--- src/rtl/c1_bus_cycle_ctrl_if.sv ---
// c1_bus_cycle_ctrl_if
//  Bundles the 68k strobe, C1 zone decodes, cart/port wait requests and the
//  DTACK/BERR responses of the bus cycle controller.
//  slave  : the controller (samples strobe/decodes, drives DTACK/BERR/status)
//  master : the 68k / decoder side (drives strobe/decodes, samples responses)
interface c1_bus_cycle_ctrl_if;
    logic       nAS;
    logic       nROM_ZONE;
    logic       nPORT_ZONE;
    logic       nCARD_ZONE;
    logic       nSROM_ZONE;
    logic       nROMWAIT;
    logic       nPWAIT0;
    logic       nPWAIT1;
    logic       PDTACK;
    logic       nDTACK;
    logic       nBERR;
    logic [2:0] CYCLE_ZONE;
    logic       BUSY;

    modport slave (
        input  nAS, nROM_ZONE, nPORT_ZONE, nCARD_ZONE, nSROM_ZONE,
        input  nROMWAIT, nPWAIT0, nPWAIT1, PDTACK,
        output nDTACK, nBERR, CYCLE_ZONE, BUSY
    );

    modport master (
        output nAS, nROM_ZONE, nPORT_ZONE, nCARD_ZONE, nSROM_ZONE,
        output nROMWAIT, nPWAIT0, nPWAIT1, PDTACK,
        input  nDTACK, nBERR, CYCLE_ZONE, BUSY
    );
endinterface

--- src/rtl/c1_bus_cycle_ctrl.sv ---
// c1_bus_cycle_ctrl
//  Sequences each 68k bus cycle decoded by C1: latches the zone, loads a
//  per-zone wait count plus cart/port wait requests, optionally waits for the
//  port PDTACK handshake, then asserts nDTACK, or nBERR on timeout.
//  Ports:
//   CLK_68KCLK : 68k clock, all state changes on the rising edge
//   nRESET     : asynchronous active-low reset
//   bus        : slave side of c1_bus_cycle_ctrl_if (strobe, zone decodes,
//                wait requests, PDTACK in; nDTACK, nBERR, CYCLE_ZONE, BUSY out)
//  All outputs are flops loaded from the next state, so no input reaches an
//  output combinationally and reset releases nDTACK/nBERR without a glitch.
module c1_bus_cycle_ctrl #(
    parameter int ROM_WAIT  = 3,
    parameter int PORT_WAIT = 3,
    parameter int CARD_WAIT = 2,
    parameter int SROM_WAIT = 3,
    parameter int PDTACK_EN = 1,
    parameter int TIMEOUT   = 64
) (
    input  logic                 CLK_68KCLK,
    input  logic                 nRESET,
    c1_bus_cycle_ctrl_if.slave   bus
);
    typedef enum logic [2:0] {
        S_IDLE, S_WAIT, S_EXTWAIT, S_ACK, S_BERR
    } state_t;

    localparam logic [2:0] Z_NONE = 3'd0;
    localparam logic [2:0] Z_ROM  = 3'd1;
    localparam logic [2:0] Z_PORT = 3'd2;
    localparam logic [2:0] Z_CARD = 3'd3;
    localparam logic [2:0] Z_SROM = 3'd4;

    // Timeout fires on the edge that would bring the counter up to TIMEOUT.
    localparam logic [7:0] TMO_LAST = 8'(TIMEOUT - 1);
    localparam bit         PD_EN    = (PDTACK_EN != 0);

    state_t     state_q, state_d;
    logic [3:0] cnt_q, cnt_d;
    logic [7:0] tmo_q, tmo_d;
    logic [2:0] zone_q, zone_d;
    logic       dtack_n_q, dtack_n_d;
    logic       berr_n_q, berr_n_d;
    logic       busy_q, busy_d;

    logic [2:0] new_zone;
    logic [3:0] new_wait;
    logic       new_ext;
    logic       ext_q;

    // Zone priority ROM > PORT > CARD > SROM and wait load for a new cycle.
    always_comb begin
        new_zone = Z_NONE;
        new_wait = 4'd0;
        if (!bus.nROM_ZONE) begin
            new_zone = Z_ROM;
            new_wait = 4'(ROM_WAIT) + {3'b000, ~bus.nROMWAIT};
        end else if (!bus.nPORT_ZONE) begin
            new_zone = Z_PORT;
            new_wait = 4'(PORT_WAIT) + {2'b00, ~bus.nPWAIT1, ~bus.nPWAIT0};
        end else if (!bus.nCARD_ZONE) begin
            new_zone = Z_CARD;
            new_wait = 4'(CARD_WAIT);
        end else if (!bus.nSROM_ZONE) begin
            new_zone = Z_SROM;
            new_wait = 4'(SROM_WAIT);
        end
    end

    assign new_ext = PD_EN && (new_zone == Z_PORT);
    assign ext_q   = PD_EN && (zone_q == Z_PORT);

    always_comb begin
        state_d = state_q;
        cnt_d   = cnt_q;
        tmo_d   = tmo_q;
        zone_d  = zone_q;
        case (state_q)
            S_IDLE: begin
                if (!bus.nAS) begin
                    zone_d = new_zone;
                    cnt_d  = new_wait;
                    tmo_d  = 8'd0;
                    if (new_wait != 4'd0)
                        state_d = S_WAIT;
                    else if (new_ext && !bus.PDTACK)
                        state_d = S_EXTWAIT;
                    else
                        state_d = S_ACK;
                end
            end
            S_WAIT: begin
                cnt_d = cnt_q - 4'd1;
                tmo_d = tmo_q + 8'd1;
                if (bus.nAS)
                    state_d = S_IDLE;
                else if (tmo_q == TMO_LAST)
                    state_d = S_BERR;
                else if (cnt_q == 4'd1)
                    // A PDTACK already high when the count expires acks at once.
                    state_d = (ext_q && !bus.PDTACK) ? S_EXTWAIT : S_ACK;
            end
            S_EXTWAIT: begin
                tmo_d = tmo_q + 8'd1;
                if (bus.nAS)
                    state_d = S_IDLE;
                else if (tmo_q == TMO_LAST)
                    state_d = S_BERR;
                else if (bus.PDTACK)
                    state_d = S_ACK;
            end
            S_ACK, S_BERR: begin
                if (bus.nAS)
                    state_d = S_IDLE;
            end
            default: state_d = S_IDLE;
        endcase
        if (state_d == S_IDLE)
            zone_d = Z_NONE;
        dtack_n_d = (state_d != S_ACK);
        berr_n_d  = (state_d != S_BERR);
        busy_d    = (state_d == S_WAIT) || (state_d == S_EXTWAIT);
    end

    always_ff @(posedge CLK_68KCLK or negedge nRESET) begin
        if (!nRESET) begin
            state_q   <= S_IDLE;
            cnt_q     <= 4'd0;
            tmo_q     <= 8'd0;
            zone_q    <= Z_NONE;
            dtack_n_q <= 1'b1;
            berr_n_q  <= 1'b1;
            busy_q    <= 1'b0;
        end else begin
            state_q   <= state_d;
            cnt_q     <= cnt_d;
            tmo_q     <= tmo_d;
            zone_q    <= zone_d;
            dtack_n_q <= dtack_n_d;
            berr_n_q  <= berr_n_d;
            busy_q    <= busy_d;
        end
    end

    assign bus.nDTACK     = dtack_n_q;
    assign bus.nBERR      = berr_n_q;
    assign bus.CYCLE_ZONE = zone_q;
    assign bus.BUSY       = busy_q;
endmodule
--- src/flat_wrapper.sv ---
// flat-port wrapper written by rule: the top's interface ports become plain ports
module c1_bus_cycle_ctrl_flat 
#(
    parameter int ROM_WAIT  = 3,
    parameter int PORT_WAIT = 3,
    parameter int CARD_WAIT = 2,
    parameter int SROM_WAIT = 3,
    parameter int PDTACK_EN = 1,
    parameter int TIMEOUT   = 64
)
  (CLK_68KCLK, nRESET, bus_nAS, bus_nROM_ZONE, bus_nPORT_ZONE, bus_nCARD_ZONE, bus_nSROM_ZONE, bus_nROMWAIT, bus_nPWAIT0, bus_nPWAIT1, bus_PDTACK, bus_nDTACK, bus_nBERR, bus_CYCLE_ZONE, bus_BUSY);
  c1_bus_cycle_ctrl_if bus_i ();
  input  logic CLK_68KCLK;
  input  logic nRESET;
  input wire logic [$bits(bus_i.nAS)-1:0] bus_nAS;
  input wire logic [$bits(bus_i.nROM_ZONE)-1:0] bus_nROM_ZONE;
  input wire logic [$bits(bus_i.nPORT_ZONE)-1:0] bus_nPORT_ZONE;
  input wire logic [$bits(bus_i.nCARD_ZONE)-1:0] bus_nCARD_ZONE;
  input wire logic [$bits(bus_i.nSROM_ZONE)-1:0] bus_nSROM_ZONE;
  input wire logic [$bits(bus_i.nROMWAIT)-1:0] bus_nROMWAIT;
  input wire logic [$bits(bus_i.nPWAIT0)-1:0] bus_nPWAIT0;
  input wire logic [$bits(bus_i.nPWAIT1)-1:0] bus_nPWAIT1;
  input wire logic [$bits(bus_i.PDTACK)-1:0] bus_PDTACK;
  output wire logic [$bits(bus_i.nDTACK)-1:0] bus_nDTACK;
  output wire logic [$bits(bus_i.nBERR)-1:0] bus_nBERR;
  output wire logic [$bits(bus_i.CYCLE_ZONE)-1:0] bus_CYCLE_ZONE;
  output wire logic [$bits(bus_i.BUSY)-1:0] bus_BUSY;
  assign bus_i.nAS = bus_nAS;
  assign bus_i.nROM_ZONE = bus_nROM_ZONE;
  assign bus_i.nPORT_ZONE = bus_nPORT_ZONE;
  assign bus_i.nCARD_ZONE = bus_nCARD_ZONE;
  assign bus_i.nSROM_ZONE = bus_nSROM_ZONE;
  assign bus_i.nROMWAIT = bus_nROMWAIT;
  assign bus_i.nPWAIT0 = bus_nPWAIT0;
  assign bus_i.nPWAIT1 = bus_nPWAIT1;
  assign bus_i.PDTACK = bus_PDTACK;
  assign bus_nDTACK = bus_i.nDTACK;
  assign bus_nBERR = bus_i.nBERR;
  assign bus_CYCLE_ZONE = bus_i.CYCLE_ZONE;
  assign bus_BUSY = bus_i.BUSY;
  c1_bus_cycle_ctrl #(.ROM_WAIT(ROM_WAIT), .PORT_WAIT(PORT_WAIT), .CARD_WAIT(CARD_WAIT), .SROM_WAIT(SROM_WAIT), .PDTACK_EN(PDTACK_EN), .TIMEOUT(TIMEOUT)) u_core (.CLK_68KCLK(CLK_68KCLK), .nRESET(nRESET), .bus(bus_i));
endmodule
--- config.mk ---
export PLATFORM = sky130hd
export DESIGN_NAME = c1_bus_cycle_ctrl_flat
export DESIGN_NICKNAME = d
export VERILOG_FILES = /design/src/rtl/c1_bus_cycle_ctrl_if.sv /design/src/rtl/c1_bus_cycle_ctrl.sv /design/src/flat_wrapper.sv
export SDC_FILE = /design/constraint.sdc
export NUM_CORES = 1
export LEC_CHECK = 0
export ABC_AREA = 1
export CAP_MARGIN = 30
export CORE_ASPECT_RATIO = 0.8
export CORE_MARGIN = 3
export CORE_UTILIZATION = 57
export DETAILED_ROUTE_END_ITERATION = 7
export MAX_ROUTING_LAYER = met4
export PLACE_DENSITY_LB_ADDON = 0.25
export SYNTH_ARGS = -nofsm -noshare
export SYNTH_HDL_FRONTEND = slang
export SYNTH_SLANG_ARGS = --single-unit
--- constraint.sdc ---
create_clock -name CLK_68KCLK -period 3.42 [get_ports CLK_68KCLK]
set_clock_uncertainty 0.15 [all_clocks]
set_input_delay 0.342 -clock CLK_68KCLK [delete_from_list [all_inputs] [get_ports CLK_68KCLK]]
set_output_delay 0.342 -clock CLK_68KCLK [all_outputs]
set_load 0.03 [all_outputs]
==> results_tabular.tex, run 1 <==
\begin{tabular}{lr}
\hline
Metric & Value \\
\hline
\multicolumn{2}{l}{\textbf{Synthesis}} \\
Number of nets produced by synthesis & 167 \\
Number of synthesized register bits & 21 \\
Number of warning messages in the yosys log & 0 \\
Count of mapped cells out of synthesis & 152 \\
Sequential share of the synthesized area & 42.8\% \\
Area share of the leading cell type in the synthesized netlist & 38.5\% \\
Netlist area before placement & 1230 µm² \\
Most area-hungry cell type in the Yosys netlist & sky130\_fd\_sc\_hd\_\_dfrtp\_1 \\
Syn Area/Cell & 8.12 µm² \\
Unique cell type count in the Yosys netlist & 28 \\
Synth area leaders & sky130\_fd\_sc\_hd\_\_dfrtp\_1 39\%, sky130\_fd\_sc\_hd\_\_nand2\_1 11\%, sky130\_fd\_sc\_hd\_\_nand3\_1 5.3\%, sky130\_fd\_sc\_hd\_\_inv\_1 5.2\%, sky130\_fd\_sc\_hd\_\_dfstp\_2 4.3\% \\
\multicolumn{2}{l}{\textbf{Routing}} \\
Iteration count of the initial detailed-routing pass & 4 \\
First DRT Iteration DRCs & 69 \\
Via density & 5.52 \\
Total routed wirelength & 2710 µm \\
Via Count & 1,081 \\
Antenna-violating nets left & 0 \\
Number of design rule violations left after detail routing & 0 \\
WL/cell & 13.8 µm \\
\multicolumn{2}{l}{\textbf{Global routing}} \\
Global routing met3 resource utilization & 6.47\% \\
Wire length of the first global-routing pass & 4430 µm \\
Via count of the first global-routing pass & 1,032 \\
Met1 routing resource usage after global routing & 27.9\% \\
Aggregate global-route resource usage & 22.8\% \\
Antenna violations before repair & 0 \\
Maximum number of pins on one net before global-route repair & 22 \\
Most congested layer reported by global routing & met2 \\
Met2 layer usage reported by global route & 36.0\% \\
Residual overflow from global routing & 0 \\
\multicolumn{2}{l}{\textbf{Placed design}} \\
Final GP Congestion & 0.844 \\
Total placed instance area & 1420 µm² \\
Post-detailed-placement half-perimeter wirelength & 2120 µm \\
Number of buffer cells added on primary ports & 16 \\
Number of instances in the placed design & 192 \\
\multicolumn{2}{l}{\textbf{Pwr}} \\
Pwr per Cell Area & 699 nW/µm² \\
IR drop worst, VDD & 0.606 mV \\
Leakage power figure & 0.700 nW \\
\multicolumn{2}{l}{\textbf{Die}} \\
Core area & 1960 µm² \\
Initial standard-cell utilization of the core & 62.9\% \\
Number of top-level pins & 17 \\
Number of rows created at floorplan & 14 \\
Vertical die dimension & 47.6 µm \\
Die Footprint & 2760 µm² \\
Horizontal die dimension & 58.0 µm \\
\multicolumn{2}{l}{\textbf{Setup path}} \\
Crit path max-delay family & buffers and inverters \\
Startpoint type of the worst setup path & register \\
CP endpoint kind & output port \\
Top fanout value on the critical path & 1 \\
Worst-path cell with the longest stage delay & sky130\_fd\_sc\_hd\_\_clkdlybuf4s50\_1 \\
Total buffers and inverters traversed by the critical path & 1 \\
Worst Path Required & 2.93 ns \\
CP max stage delay & 0.66 ns \\
Reg-to-reg slack, setup & 1.55 ns \\
Cell-by-cell listing of the critical path & clkdlybuf4s50\_1 \\
Arr. time, crit path & 1.50 ns \\
Worst Path Class, Setup & reg2out \\
\multicolumn{2}{l}{\textbf{Finish}} \\
Number of nets in the layout & 188 \\
Count of placed standard cells in the final layout, fillers left out & 196 \\
Post-route cell area & 1450 µm² \\
Layout-stage area growth over the synthesis result & 17.5\% \\
Final Core Density & 73.9\% \\
Share of post-route cells with drive strength above 1 & 14.0\% \\
N\_diodes & 0 \\
\multicolumn{2}{l}{\textbf{Clock tree}} \\
Post-cts hold buffer count & 0 \\
Number of gates resized after cts & 0 \\
Clock transition at path regs & 0.11 ns \\
Worst skew pair latency & 0.30 ns \\
H-tree depth & 1 \\
Clock tree buffer depth & 2 \\
CTS tree & built \\
Root Driver & sky130\_fd\_sc\_hd\_\_clkbuf\_4 \\
Post-CTS Setup Repair Bufs & 0 \\
Number of buffers created by CTS & 3 \\
Clock net sink count & 21 \\
\multicolumn{2}{l}{\textbf{Flow run}} \\
Count of max-cap constraint violations & 0 \\
\multicolumn{2}{l}{\textbf{STA}} \\
Max transition margin & 37.6\% \\
Highest Clock Rate & 0.501 GHz \\
Final sum of negative setup slack & 0 ns \\
Final-report setup violation count & 0 \\
Final Hold Fails & 0 \\
Count of pins over their slew limit & 0 \\
Crit path time final & 1.99 ns \\
Final cycle utilization of the critical path & 58.3\% \\
RSZ-0062 raised after global routing & false \\
Actual slew at the worst max-slew pin & 0.934 ns \\
\multicolumn{2}{l}{\textbf{Hold path}} \\
Hold crit path type & reg2reg \\
\multicolumn{2}{l}{\textbf{Status}} \\
Outcome & finished clean \\
\hline
\end{tabular}
layer usage:
layer	routed length, µm	vias up
li1	-	542
met1	1240	482
met2	1230	49
met3	178	8
met4	66	0
met5	0	-
synth_stat cells (all sizes together):
| library cell | number |
|---|---|
| a21oi | 8 |
| a22o | 1 |
| a32o | 1 |
| a41oi | 1 |
| dfrtp | 19 |
| dfstp | 2 |
| ha | 4 |
| inv | 24 |
| mux2i | 1 |
| nand2 | 38 |
| nand3 | 18 |
| nand4 | 3 |
| nor2 | 14 |
| nor3 | 4 |
| o21ai | 11 |
| o221ai | 1 |
| o22ai | 1 |
| xor2 | 1 |
power breakdown:
group | total, W | internal [W] | switching [W]
Sequential | 0.000401 | 0.000328 | 0.0000730
Clock | 0.000118 | 0.0000455 | 0.0000721
Combinational | 0.000495 | 0.000183 | 0.000312
sequential cells by signal, summed over array words and instances (netlist names):
register               count
u_core.state_q             3
u_core.cnt_q               4
u_core.bus.BUSY            1
u_core.bus.nBERR           1
u_core.bus.CYCLE_ZONE      3
u_core.tmo_q               8
u_core.bus.nDTACK          1
per-stage QoR:
step           power (W)  hold WS (ns)  worst slack [ns]
2_1_floorplan   0.000757        -0.104              1.86
3_3_place_gp    0.000877         0.325              1.55
3_5_place_dp    0.000895         0.345              1.45
4_1_cts          0.00102         0.360              1.41
5_1_grt          0.00110         0.376              1.38
6_report         0.00101         0.361              1.43
path summary, 6_finish.rpt:
path | from | end | depth (start not counted)
min in group asynchronous | nRESET | u_core.bus.CYCLE_ZONE[1]$_DFFE_PN0P_ | 1
max in group asynchronous | nRESET | u_core.tmo_q[5]$_DFFE_PN0P_ | 1
setup / recovery | u_core.bus.nDTACK$_DFF_PN1_ | bus_nDTACK | 1
setup reg to reg | u_core.tmo_q[0]$_DFFE_PN0P_ | u_core.bus.BUSY$_DFF_PN0_ | 8
hold / removal | u_core.cnt_q[3]$_DFFE_PN0P_ | u_core.cnt_q[3]$_DFFE_PN0P_ | 1
hold reg to reg | u_core.cnt_q[3]$_DFFE_PN0P_ | u_core.cnt_q[3]$_DFFE_PN0P_ | 1
layout by cell type, fill, tap and decap left out, types with 4 or more instances in the layout:
master / netlist / final
sky130_fd_sc_hd__ha_1: 4 / 4
sky130_fd_sc_hd__nand3_1: 13 / 13
sky130_fd_sc_hd__nor2_1: 10 / 10
sky130_fd_sc_hd__a21oi_1: 8 / 8
sky130_fd_sc_hd__nand2_1: 36 / 36
sky130_fd_sc_hd__o21ai_0: 8 / 8
sky130_fd_sc_hd__clkdlybuf4s50_1: 0 / 16
sky130_fd_sc_hd__nor3_1: 4 / 4
sky130_fd_sc_hd__inv_1: 17 / 17
sky130_fd_sc_hd__inv_2: 7 / 7
sky130_fd_sc_hd__dfrtp_1: 19 / 19
final cells by class:
type / instances / area [µm²]
clock buffers: 4 / 26.3
fillers: 142 / 512
inverters: 24 / 90.1
multi-input cells: 107 / 616
flip-flops and latches: 21 / 528
well taps: 24 / 30.0
repair buffers: 16 / 160
cell families after synthesis:
kind of cell / Yosys count / share of synthesized area, %
adder cells (fa/ha/maj): 4 / 4.06
flip-flops: 21 / 42.8
XOR/XNOR: 1 / 0.710
AO/OA/AOI/OAI: 24 / 11.2
buffers and inverters: 24 / 7.30
multiplexers: 1 / 0.811
AND/OR/NAND/NOR: 77 / 33.2
No activity file was read; power rests on OpenSTA's default activity.
==> run 2: changes to the inputs <==
Settings changed: CORE_UTILIZATION 57 to 53.
Clock period 3.42 ns to 2 ns, I/O delays scaled along.
==> run 2 against run 1 <==
Die area rose by 6.7%; critical path depth did not move; utilization fell by 1.8 points; global-route usage fell by 1.1 points; final cell count rose by 1.0%; clock power rose by 69%; register-to-register slack got worse by 1.3 ns; largest cell class unchanged.
==> results_tabular.tex, run 2 (same netlist as run 1, synthesis figures left out) <==
\begin{tabular}{lr}
\hline
Metric & Value \\
\hline
\multicolumn{2}{l}{\textbf{Routing}} \\
Top layer reached by signal wires & met4 \\
Antenna-violating nets left & 0 \\
Total routed wirelength & 2740 µm \\
Iteration count of the initial detailed-routing pass & 5 \\
Number of design rule violations left after detail routing & 0 \\
Via density & 5.60 \\
Via Count & 1,109 \\
Routed wl met3 & 108 µm \\
Total met2 wirelength after detailed routing & 1330 µm \\
First DRT Iteration DRCs & 54 \\
WL/cell & 13.8 µm \\
Routed metal-1 wirelength & 1290 µm \\
\multicolumn{2}{l}{\textbf{STA}} \\
Crit path time final & 1.86 ns \\
Max transition margin & 74.0\% \\
Count of pins over their slew limit & 0 \\
RSZ-0062 raised after global routing & false \\
Final cycle utilization of the critical path & 92.8\% \\
Final sum of negative setup slack & 0 ns \\
Actual slew at the worst max-slew pin & 0.390 ns \\
Highest Clock Rate & 0.539 GHz \\
Final Hold Fails & 0 \\
Worst hold margin & 0.0808 ns \\
Final-report setup violation count & 0 \\
\multicolumn{2}{l}{\textbf{Finish}} \\
Layout-stage area growth over the synthesis result & 18.8\% \\
Share of post-route cells with drive strength above 1 & 14.9\% \\
Most common library cell in the layout ignoring fill and taps & sky130\_fd\_sc\_hd\_\_nand2\_1 \\
Number of nets in the layout & 190 \\
Flip-flop count of the largest register, all copies and words added & 8 \\
N\_diodes & 0 \\
Layout fillers & 156 \\
Commonest non-fill, non-tap cells in the layout & 36 x sky130\_fd\_sc\_hd\_\_nand2\_1, 19 x sky130\_fd\_sc\_hd\_\_dfrtp\_1, 17 x sky130\_fd\_sc\_hd\_\_inv\_1 \\
Regs by FF count & u\_core.tmo\_q x8, u\_core.cnt\_q x4 \\
Top register by number of flip-flops & u\_core.tmo\_q \\
\multicolumn{2}{l}{\textbf{Status}} \\
Outcome & finished clean \\
\multicolumn{2}{l}{\textbf{Pwr}} \\
Total power consumption of the routed design & 0.00175 W \\
Pwr per Cell Area & 1200 nW/µm² \\
Leakage power figure & 0.710 nW \\
IR drop worst, VDD & 0.859 mV \\
\multicolumn{2}{l}{\textbf{Setup path}} \\
Worst-path cell with the longest stage delay & sky130\_fd\_sc\_hd\_\_clkdlybuf4s50\_1 \\
Worst Path Class, Setup & reg2out \\
CP max stage delay & 0.67 ns \\
Arr. time, crit path & 1.51 ns \\
Reg-to-reg slack, setup & 0.26 ns \\
Reg2reg path depth & 8 \\
Worst R2R Start & u\_core.tmo\_q[1]\$\_DFFE\_PN0P\_ \\
Startpoint type of the worst setup path & register \\
CP endpoint kind & output port \\
Worst r2r dst & u\_core.bus.BUSY\$\_DFF\_PN0\_ \\
Worst Path Required & 1.65 ns \\
Critical path startpoint & u\_core.bus.nBERR\$\_DFF\_PN1\_ \\
Crit path max-delay family & buffers and inverters \\
Cell-by-cell listing of the critical path & clkdlybuf4s50\_1 \\
Top fanout value on the critical path & 1 \\
Total buffers and inverters traversed by the critical path & 1 \\
\multicolumn{2}{l}{\textbf{Clock tree}} \\
Post-cts hold buffer count & 0 \\
H-tree depth & 1 \\
Number of buffers created by CTS & 3 \\
Root Driver & sky130\_fd\_sc\_hd\_\_clkbuf\_4 \\
Clock tree buffer depth & 2 \\
Worst skew pair latency & 0.30 ns \\
Post-CTS Setup Repair Bufs & 0 \\
Clock net sink count & 21 \\
Number of gates resized after cts & 0 \\
Clock transition at path regs & 0.11 ns \\
CTS tree & built \\
\multicolumn{2}{l}{\textbf{Global routing}} \\
Antenna violations before repair & 0 \\
Aggregate global-route resource usage & 21.7\% \\
Residual overflow from global routing & 0 \\
Wire length of the first global-routing pass & 4640 µm \\
Maximum number of pins on one net before global-route repair & 22 \\
Via count of the first global-routing pass & 1,053 \\
\multicolumn{2}{l}{\textbf{Die}} \\
Core area & 2030 µm² \\
Number of top-level pins & 17 \\
Number of rows created at floorplan & 14 \\
Initial standard-cell utilization of the core & 60.7\% \\
Vertical die dimension & 49.2 µm \\
Die Footprint & 2950 µm² \\
Horizontal die dimension & 59.9 µm \\
\multicolumn{2}{l}{\textbf{Placed design}} \\
Post-detailed-placement half-perimeter wirelength & 2230 µm \\
Number of buffer cells added on primary ports & 16 \\
Final GP Congestion & 0.864 \\
\multicolumn{2}{l}{\textbf{Hold path}} \\
Hold crit path type & in2async \\
\multicolumn{2}{l}{\textbf{Flow run}} \\
Count of max-cap constraint violations & 0 \\
\hline
\end{tabular}
-- run 2: changes by cell type in the layout (fill, tap and decap cells not counted) --
cell,before,now
sky130_fd_sc_hd__buf_4,0,2
-- run 2: routing by layer --
layer / global-route usage, % / vias to the layer above
met1: 28.7 / 534
met4: 4.43 / 0
li1: - / 551
met3: 5.56 / 2
met5: - / -
met2: 33.5 / 22
-- run 2: layout make-up --
type                    instances  area (µm²)  area share (%)
repair buffers                 18         175            12.0
inverters                      24        90.1            6.15
well taps                      24        30.0            2.05
multi-input cells             107         616            42.0
clock buffers                   4        26.3            1.79
flip-flops and latches         21         528            36.0
-- run 2: how the worst max path moves through the flow --
stage,endpoint,cells past startpoint
5_1_grt,u_core.bus.BUSY$_DFF_PN0_,8
3_3_place_gp,u_core.bus.BUSY$_DFF_PN0_,10
2_1_floorplan,u_core.bus.BUSY$_DFF_PN0_,8
6_report,bus_nBERR,1
4_1_cts,bus_nBERR,1
3_5_place_dp,u_core.bus.BUSY$_DFF_PN0_,10
-- run 2: report_power, final --
part	total [W]	leakage [nW]	internal (W)	switching [W]
registers	0.000673	0.270	0.000561	0.000112
clock network	0.000200	0.0150	0.0000778	0.000122
logic	0.000879	0.426	0.000327	0.000552
total	0.00175	0.710	0.000966	0.000786
-- run 2: stage by stage --
stage | utilization (%) | instances | instance area [µm²] | worst slack, ns
final | 72.1 | 198 | 1470 | 0.144
after detailed placement | 70.8 | 194 | 1440 | 0.134
after global placement | 70.8 | 194 | 1440 | 0.277
after global routing | 72.1 | 198 | 1470 | 0.0719
after CTS | 72.1 | 198 | 1470 | 0.125
after floorplan | - | 152 | 1230 | 0.445
